[config.mk]
export PLATFORM = sky130hd
export DESIGN_NAME = axis_skid_slice_flat
export DESIGN_NICKNAME = d
export VERILOG_FILES = /design/src/rtl/axis_if.sv /design/src/rtl/axis_skid_slice.sv /design/src/flat_wrapper.sv
export SDC_FILE = /design/constraint.sdc
export NUM_CORES = 1
export LEC_CHECK = 0
export CAP_MARGIN = 20
export CORE_MARGIN = 2
export CORE_UTILIZATION = 45
export CTS_CLUSTER_SIZE = 10
export DETAILED_ROUTE_END_ITERATION = 6
export GPL_ROUTABILITY_DRIVEN = 0
export PLACE_DENSITY = 0.82
export SLEW_MARGIN = 20
export SYNTH_ARGS = -nofsm -noshare
export SYNTH_HDL_FRONTEND = slang
export SYNTH_SLANG_ARGS = --single-unit
[constraint.sdc]
create_clock -name clk -period 2.73 [get_ports clk]
set_input_delay 0.4095 -clock clk [delete_from_list [all_inputs] [get_ports clk]]
set_output_delay 0.4095 -clock clk [all_outputs]
set_load 0.02 [all_outputs]
[src/rtl/axis_if.sv]
// AXI-Stream channel bundle: tvalid/tdata flow manager -> subordinate, tready flows back.
// master = side that drives tvalid/tdata, slave = side that drives tready.
interface axis_if #(
    parameter int TDATA_WIDTH = 8
);
    logic                   tvalid;
    logic                   tready;
    logic [TDATA_WIDTH-1:0] tdata;

    modport master (output tvalid, output tdata, input tready);
    modport slave  (input tvalid, input tdata, output tready);
endinterface

[src/rtl/axis_skid_slice.sv]
// Two-entry AXI-Stream skid slice: registers tready backward and tvalid/tdata forward.
// Optional saturating stall counter enabled by defining AXIS_SKID_SLICE_PERF_EN.
module axis_skid_slice #(
    parameter int STALL_CNT_W = 32
) (
    input  logic                   clk,
    input  logic                   rst,
    axis_if.master                 axis_mif,
    axis_if.slave                  axis_sif,
    input  logic                   invalidate
`ifdef AXIS_SKID_SLICE_PERF_EN
    ,
    output logic [STALL_CNT_W-1:0] stall_cnt
`endif
);
    localparam int TDATA_WIDTH = axis_mif.TDATA_WIDTH;

    if (TDATA_WIDTH <= 0 || TDATA_WIDTH != axis_sif.TDATA_WIDTH) begin : g_bad_width
        $fatal(1, "axis_skid_slice: TDATA_WIDTH must be >0 and equal on both sides");
    end
    if (STALL_CNT_W < 1) begin : g_bad_cnt_width
        $fatal(1, "axis_skid_slice: STALL_CNT_W must be >= 1");
    end

    typedef enum logic [1:0] {
        EMPTY = 2'd0,
        BUSY  = 2'd1,
        FULL  = 2'd2
    } st_t;

    st_t                    st, st_d;
    logic [TDATA_WIDTH-1:0] main_q, main_d;
    logic [TDATA_WIDTH-1:0] skid_q, skid_d;
    logic                   in_hs;
    logic                   out_hs;

    // Valid/ready contract: a beat moves on a port exactly in a cycle where tvalid && tready
    // are both high at the rising edge; tready never depends combinationally on axis_mif.tready.
    assign axis_mif.tvalid = (st != EMPTY);
    assign axis_mif.tdata  = main_q;
    assign axis_sif.tready = !rst && (st != FULL);

    assign in_hs  = axis_sif.tvalid && axis_sif.tready;
    assign out_hs = axis_mif.tvalid && axis_mif.tready;

    always_comb begin
        st_d   = st;
        main_d = main_q;
        skid_d = skid_q;
        if (invalidate) begin
            // Flush: held data registers are left as-is, only occupancy is cleared.
            st_d = EMPTY;
        end else begin
            case (st)
                EMPTY: begin
                    if (in_hs) begin
                        st_d   = BUSY;
                        main_d = axis_sif.tdata;
                    end
                end
                BUSY: begin
                    if (in_hs && !out_hs) begin
                        st_d   = FULL;
                        skid_d = axis_sif.tdata;
                    end else if (in_hs && out_hs) begin
                        main_d = axis_sif.tdata;
                    end else if (out_hs) begin
                        st_d = EMPTY;
                    end
                end
                FULL: begin
                    if (out_hs) begin
                        st_d   = BUSY;
                        main_d = skid_q;
                    end
                end
                default: st_d = EMPTY;
            endcase
        end
    end

    always_ff @(posedge clk) begin
        if (rst) begin
            st     <= EMPTY;
            main_q <= '0;
            skid_q <= '0;
        end else begin
            st     <= st_d;
            main_q <= main_d;
            skid_q <= skid_d;
        end
    end

`ifdef AXIS_SKID_SLICE_PERF_EN
    // Counts cycles a held beat is refused downstream; survives invalidate.
    always_ff @(posedge clk) begin
        if (rst) begin
            stall_cnt <= '0;
        end else if (axis_mif.tvalid && !axis_mif.tready && (stall_cnt != '1)) begin
            stall_cnt <= stall_cnt + 1'b1;
        end
    end
`endif

endmodule

[src/flat_wrapper.sv]
// flat-port wrapper written by rule: the top's interface ports become plain ports
module axis_skid_slice_flat 
#(
    parameter int STALL_CNT_W = 32
)
  (clk, rst, invalidate, axis_mif_tvalid, axis_mif_tdata, axis_mif_tready, axis_sif_tvalid, axis_sif_tdata, axis_sif_tready);
  axis_if #(.TDATA_WIDTH((8))) axis_mif_i ();
  axis_if #(.TDATA_WIDTH((8))) axis_sif_i ();
  input  logic clk;
  input  logic rst;
  input  logic invalidate;
  output wire logic [$bits(axis_mif_i.tvalid)-1:0] axis_mif_tvalid;
  output wire logic [$bits(axis_mif_i.tdata)-1:0] axis_mif_tdata;
  input wire logic [$bits(axis_mif_i.tready)-1:0] axis_mif_tready;
  input wire logic [$bits(axis_sif_i.tvalid)-1:0] axis_sif_tvalid;
  input wire logic [$bits(axis_sif_i.tdata)-1:0] axis_sif_tdata;
  output wire logic [$bits(axis_sif_i.tready)-1:0] axis_sif_tready;
  assign axis_mif_tvalid = axis_mif_i.tvalid;
  assign axis_mif_tdata = axis_mif_i.tdata;
  assign axis_mif_i.tready = axis_mif_tready;
  assign axis_sif_i.tvalid = axis_sif_tvalid;
  assign axis_sif_i.tdata = axis_sif_tdata;
  assign axis_sif_tready = axis_sif_i.tready;
  axis_skid_slice #(.STALL_CNT_W(STALL_CNT_W)) u_core (.clk(clk), .rst(rst), .axis_mif(axis_mif_i), .axis_sif(axis_sif_i), .invalidate(invalidate));
endmodule
# Word level (Yosys, flattened, before mapping)
# Cells that the tools add are included.
# W data, S select, Z words.
[word_totals]
regBits = 18
output_inout_bits = 10
elab_cells = 38
[classes]
eq_ne = 9
muxes = 11
bitwise = 1
n_reduce_logical = 14
[op_table]
columns = ["op", "n"]
rows = [
  ["$mux W8", 4],
  ["$pmux W8 S3", 1],
  ["$mux W2", 5],
  ["$ne A2 B1 Y1 const B", 3],
  ["$pmux W2 S3", 1],
  ["$reduce_and A6 Y1", 1],
  ["$logic_and A1 B1 Y1", 5],
  ["$ne A2 B2 Y1 const B", 2],
  ["$reduce_and A4 Y1", 1],
  ["$ne A3 B1 Y1 const B", 1],
  ["$ne A3 B2 Y1 const B", 1],
  ["$reduce_and A3 Y1", 1],
  ["$reduce_bool A3 Y1", 1],
  ["$eq A2 B1 Y1 const B", 1],
  ["$eq A2 B2 Y1 const B", 1],
  ["$logic_not A1 Y1", 2],
  ["$logic_not A2 Y1", 1],
  ["$reduce_bool A2 Y1", 1],
  ["$reduce_or A2 Y1", 1],
  ["$not A1 Y1", 1],
]

# Logic depth before layout (Yosys ltp)
# Gate-level depths: netlist of the first run.
[logic_depth]
ltp_word = 7
ltp_mapped = 5
depth_no_buf = 3

# Least setup slack after synthesis of the first run
# Ideal clock, no wire load.
[synth_timing]
path_kind = "reg-to-output"
startpoint = "register u_core.st[1]"
endpoint = "output port axis_sif_tready"
arrival_ns = 1.092
t_required_ns = 2.321
setup_slack_ns = 1.228
path_stages_with_launch = 5
path_buffers = 2
path_cell_list = "dfxtp_1 > clkbuf_1 > nand2b_1 > buf_2 > nor2b_1"
[synth_between]
elab_chain_cells = 2
[synth_rtl]
columns = ["element", "line_no", "rtl"]
rows = [
  ["start: declaration", "axis_skid_slice.sv:31", "st_t st, st_d;"],
  ["start signal: assignment", "axis_skid_slice.sv:88", "st <= st_d;"],
  ["$ne A2 B2 Y1", "axis_skid_slice.sv:41", "assign axis_sif.tready = !rst && (st != FULL);"],
  ["$logic_and A1 B1 Y1", "axis_skid_slice.sv:41", ""],
  ["end: declaration", "flat_wrapper.sv:17", "output wire logic [$bits(axis_sif_i.tready)-1:0] axis_sif_tready;"],
]
# Every way passes these cells.

# Worst setup path in the final report of the first run
[layout_timing]
startpoint = "register u_core.st[0]"
endpoint = "output port axis_sif_tready"
# Same word-level chain as after synthesis.

==> flow_metrics.tcl, run 1 <==
set metrics [dict create \
    synth.most_common_cell "dfxtp_1" \
    reg2reg_to "u_core.skid_q[5]" \
    grt_pass1_vias 750 \
    drtIter0Drc 15 \
    htree_num_levels 1 \
    synthArstFlopShare_pct 0 \
    synth_edf_count 0 \
    rows 16 \
    initial_core_util_pct 47.3 \
    worst_pin_slew_ps 738 \
    hold_viol 0 \
    r2r_cells 3 \
    path_cells "nand2b_1, buf_4, nor2b_1, clkdlybuf4s50_1" \
    drc_errors 0 \
    combPwrFrac_pct 18.5 \
    min_to "u_core.skid_q[0]" \
    hold_path.startpoint "u_core.skid_q[0]" \
    finalSetupTns_ps 0 \
    status "completed" \
    ant_nets 0 \
    maxCapViolCount 0 \
    netlist_area_um2 928 \
    dr.pass1.iters 4 \
    syn-num-nets 109 \
    power_switching_uw 137 \
    grt_max_degree 22 \
    critPathSlowestCell "clkdlybuf4s50_1" \
    grt_pass1_wl_um 3480 \
    vias 828 \
    r2r_slack_ps 1220 \
    postCtsHoldBufs 0 \
    track_usage_pct 18.8 \
    r2r_start "u_core.st[0]" \
    drive_gt1_share_pct 16.4 \
    slew_headroom_pct 50.7 \
    grt_antenna_before_repair 0 \
    yosys.area.top_type_share_pct 38.8 \
    overflow 0 \
    pre_cts_slack_ps 560 \
    yosysUniqueCellTypes 25 \
    fmax_mhz 437 \
    netlist_instances 96 \
    portBuffers 22 \
    synth_area_per_cell_um2 9.67 \
    fill_cells 199 \
    finalClockSkew_ps 0.634 \
    cp.buffers_inverters 2 \
    cts_tree "done" \
    critical_path_class "flip-flop to output port" \
    worstSkewPairLatency_ps 290 \
    cp_top_family "buffers and inverters" \
    drt_wl_total_um 2070 \
    finalCritPeriodShare_pct 83.9 \
    leakage_uw 0.000435 \
    finalWorstSetupSlack_ps 440 \
    holdPathStages 2 \
    ios 23 \
    yosys_most_used_dff "dfxtp_1" \
    yosys-top-cells-count "dfxtp_1 (18), a21oi_1 (10)" \
    cts_resized 0 \
    vdd_drop_max_mv 0.286 \
    clk_pin_slew_ps 100 \
    hp-class "flip-flop to flip-flop" \
    start_kind "flip-flop" \
    rsz0062_at_grt "false" \
    slew_violations 0 \
    setup_viol 0 \
    dieArea_um2 2440 \
    design.core.area_um2 1960 \
    p_int_uw 401 \
    chipHeight_um 49.4 \
    synthTopCellsByArea "dfxtp_1 (39%), a211oi_2 (11%), mux2i_1 (8.6%)" \
    cpPeakStageDelay_ps 610 \
    cts_setup_buffers 0 \
    numCtsBuffers 3 \
    yosys_warnings 0 \
    area_delta_synth_final_pct 29.1 \
    powerDensity_nw_per_um2 449 \
    clock_path_buffers 2 \
    cp.required_ps 2320 \
    dieWidth_um 49.4 \
    cts-root-buf "clkbuf_4" \
    worst-path-max-fanout 10 \
    avgRoutedWirePerCell_um 14.5 \
    sequentialPowerShare_pct 51.3 \
    via_per_inst 5.79 \
    total_power_uw 538 \
    p_sw_share_pct 25.5 \
    period_needed_ps 2290 \
    final_nets 130 \
    yosysTopAreaCell "dfxtp_1" \
    critical_path_arrival_ps 1880 \
    cts_sinks 18 \
    yosys_register_bits 18 \
    cp-end-kind "output port" \
    synth.yosys.seq_area_share_pct 38.8 \
    clkPwrFrac_pct 30.3 \
    antennaDiodeCount 0 \
]
[routing by layer]
layer	global-route usage, %	share of wire (%)	vias up
met3	3.37	4.4	4
li1	-	-	411
met5	0	0	-
met1	24.5	44	392
met2	30.2	50	21
met4	8.33	2.0	0
[power groups by stage]
stage	Clock, uW	Combinational (uW)	Sequential [uW]
2_1_floorplan	0	45.9	289
3_3_place_gp	0	97.6	282
3_5_place_dp	0	99.1	282
4_1_cts	167	99.5	276
5_1_grt	181	107	277
6_report	163	99.2	276
[worst max path at each step]
stage                 start               end  slack (ps)  depth (start not counted)
2_1_floorplan  u_core.st[1]   axis_sif_tready        1230                          4
3_3_place_gp            rst  u_core.skid_q[7]         630                          5
3_5_place_dp            rst  u_core.skid_q[1]         560                          5
4_1_cts        u_core.st[0]   axis_sif_tready         420                          4
5_1_grt        u_core.st[0]   axis_sif_tready         330                          4
6_report       u_core.st[0]   axis_sif_tready         440                          4
[cell families after synthesis]
logic type,count (synthesis),share of synthesized area [%]
flip-flops,18,38.8
AO/OA/AOI/OAI,37,31.8
AND/OR/NAND/NOR,24,16.2
multiplexers,8,8.63
buffers and inverters,9,4.58
[per-stage QoR]
| step | utilization (%) | hold WS [ps] | area, um2 | instances |
|---|---|---|---|---|
| finish | 61.1 | 484 | 1200 | 143 |
| global route | 61.1 | 504 | 1200 | 143 |
| CTS | 61.1 | 483 | 1200 | 143 |
| detailed placement | 59.2 | 468 | 1160 | 139 |
| global placement | 59.2 | 463 | 1160 | 139 |
| floorplan | - | 453 | 928 | 96 |
[tightest hold or removal path, cell delays in order (launching register included)]
cell	delay (ps)
dfxtp_1	320
o21ai_0	60
a21oi_1	60
[state kept, by name (all words and copies together), names as in the netlist]
| signal | flops |
|---|---|
| u_core.skid_q | 8 |
| u_core.st | 2 |
| u_core.axis_mif.tdata | 8 |
[final cells by class]
cell class | instances | area, um2 | share of cell area (%)
repair buffers | 25 | 243 | 20.3
clock buffers | 4 | 36.3 | 3.03
flip-flops and latches | 18 | 360 | 30.1
multi-input cells | 69 | 526 | 43.8
well taps | 27 | 33.8 | 2.82
[cell usage in the layout, fill, tap and decap left out]
cell / synthesis / routed
a2111oi_1: 1 / 1
a211oi_2: 8 / 8
a21oi_1: 10 / 10
a311oi_1: 8 / 8
a31o_4: 1 / 1
and4bb_1: 1 / 1
buf_4: 1 / 3
clkbuf_4: 0 / 3
clkbuf_8: 0 / 1
clkdlybuf4s50_1: 0 / 22
dfxtp_1: 18 / 18
mux2i_1: 8 / 8
nand2_1: 3 / 3
nand2b_1: 2 / 2
nand3_1: 8 / 8
nor2_1: 2 / 2
nor2b_1: 3 / 3
nor4b_2: 1 / 1
o21a_1: 1 / 1
o21ai_0: 8 / 8
or2_2: 1 / 1
or2b_1: 1 / 1
or3b_2: 1 / 1
or4b_1: 1 / 1
Power figures use the tool's default switching activity.
==> run 2, diff against run 1 <==
==> constraint.sdc (replaced) <==
create_clock -name clk -period 2.4 [get_ports clk]
set_input_delay 0.36 -clock clk [delete_from_list [all_inputs] [get_ports clk]]
set_output_delay 0.36 -clock clk [all_outputs]
set_load 0.02 [all_outputs]
==> run 2 against run 1 <==
Effect of this change: global-route usage is 0.99 points lower; sequential share of layout area about the same; design area increased by 0.10%; die area did not move; combinational power is 16% higher; wire length shrank 0.19%; cell count increased by 0.70%; power is 6.8% higher; via count grew 0.36%; worst setup slack worse by 19 ps; critical path type unchanged; core utilization is 0.064 points higher.
==> flow_metrics.tcl, run 2 (synthesized netlist as in run 1, its figures left out) <==
set metrics [dict create \
    rows 16 \
    cp-end-kind "output port" \
    cts_setup_buffers 0 \
    vias 831 \
    finalSetupTns_ps 0 \
    htree_num_levels 1 \
    drive_gt1_share_pct 17.1 \
    pre_cts_slack_ps 374 \
    reg2reg_to "u_core.skid_q[6]" \
    finalClockSkew_ps 3.80 \
    sequentialPowerShare_pct 54.5 \
    dieArea_um2 2440 \
    layout_commonest_cell "clkdlybuf4s50_1" \
    path_cells "nand2b_1, nor2b_1, clkdlybuf4s50_1" \
    overflow 0 \
    maxCapViolCount 0 \
    worst_pin_slew_ps 619 \
    hp-class "flip-flop to flip-flop" \
    hold_path.startpoint "u_core.skid_q[7]" \
    critical_path_arrival_ps 1620 \
    clk_pin_slew_ps 90 \
    fmax_mhz 505 \
    cts_resized 0 \
    final_nets 132 \
    vdd_drop_max_mv 0.251 \
    via_per_inst 5.77 \
    initial_core_util_pct 47.3 \
    r2r_cells 3 \
    slew_violations 0 \
    portBuffers 22 \
    postCtsHoldBufs 0 \
    status "completed" \
    r2r_start "u_core.st[0]" \
    critical_path_class "flip-flop to output port" \
    cts_tree "done" \
    combPwrFrac_pct 20.0 \
    antennaDiodeCount 0 \
    period_needed_ps 1980 \
    finalWorstSetupSlack_ps 421 \
    drtIter0Drc 14 \
    clock_path_buffers 2 \
    track_usage_pct 17.8 \
    postLayoutCellArea_um2 1200 \
    powerDensity_nw_per_um2 479 \
    cts-root-buf "clkbuf_4" \
    drc_errors 0 \
    power_switching_uw 152 \
    leakage_uw 0.000438 \
    rsz0062_at_grt "false" \
    holdPathStages 2 \
    clkPwrFrac_pct 25.4 \
    start_kind "flip-flop" \
    ios 23 \
    hold_viol 0 \
    ant_nets 0 \
    grt_pass1_vias 740 \
    placed_area_um2 1180 \
    area_delta_synth_final_pct 29.2 \
    dieWidth_um 49.4 \
    chipHeight_um 49.4 \
    finalCritPeriodShare_pct 82.5 \
    mostFrequentLayoutCells "clkdlybuf4s50_1 (22), dfxtp_1 (18), a21oi_1 (10)" \
    worstSkewPairLatency_ps 280 \
    hpwl_um 1500 \
    grt_max_degree 21 \
    cpPeakStageDelay_ps 610 \
    design.core.area_um2 1960 \
    worst-path-max-fanout 9 \
    slew_headroom_pct 58.6 \
    min_to "u_core.skid_q[7]" \
    setup_viol 0 \
    dr.pass1.iters 4 \
    grt_antenna_before_repair 0 \
    avgRoutedWirePerCell_um 14.4 \
    p_sw_share_pct 26.4 \
    drt_wl_total_um 2070 \
    cts_sinks 18 \
    p_int_uw 423 \
    r2r_slack_ps 920 \
    critPathSlowestCell "clkdlybuf4s50_1" \
    numCtsBuffers 3 \
    cp.required_ps 2040 \
    grt_pass1_wl_um 3400 \
    cp-startpoint "u_core.st[0]" \
]
run 2: power groups by stage:
stage / registers [uW] / clock network [uW] / logic [uW]
final: 313 / 146 / 115
after global routing: 315 / 163 / 123
after CTS: 314 / 152 / 115
after detailed placement: 320 / 0 / 115
after global placement: 320 / 0 / 113
after floorplan: 328 / 0 / 52.2
run 2: worst max path at each step:
stage	endpoint	slack [ps]	depth (start not counted)
3_3_place_gp	u_core.axis_mif.tdata[1]	450	6
2_1_floorplan	axis_sif_tready	950	4
5_1_grt	axis_sif_tready	320	3
4_1_cts	axis_sif_tready	380	3
3_5_place_dp	u_core.skid_q[6]	370	4
6_report	axis_sif_tready	420	3
run 2: worst max-delay path, delay by kind of cell, from the launching register on:
kind / cells / cell delay [ps]
buffers and inverters: 1 / 610
flip-flops: 1 / 440
AND/OR/NAND/NOR: 2 / 280
run 2: routing by layer:
metal  GRT usage, %  share of wire (%)  vias up
met3           3.99                5.1        0
met1           23.7                 46      397
met4           5.56                  0        0
met2           28.6                 49       19
li1               -                  -      415
met5              0                  0        -
run 2: metrics by stage:
stage	hold slack (ps)	instances	total power, uW	util, %
floorplan	437	96	380	-
global placement	460	141	433	60.0
detailed placement	469	141	435	60.0
CTS	483	144	580	61.2
global route	516	144	601	61.2
finish	485	144	575	61.2
run 2: layout make-up:
cell class / instances / area, um2
Multi-Input combinational cell: 69 / 526
Fill cell: 192 / 762
Clock buffer: 3 / 22.5
Timing Repair Buffer: 27 / 258
Tap cell: 27 / 33.8
Sequential cell: 18 / 360
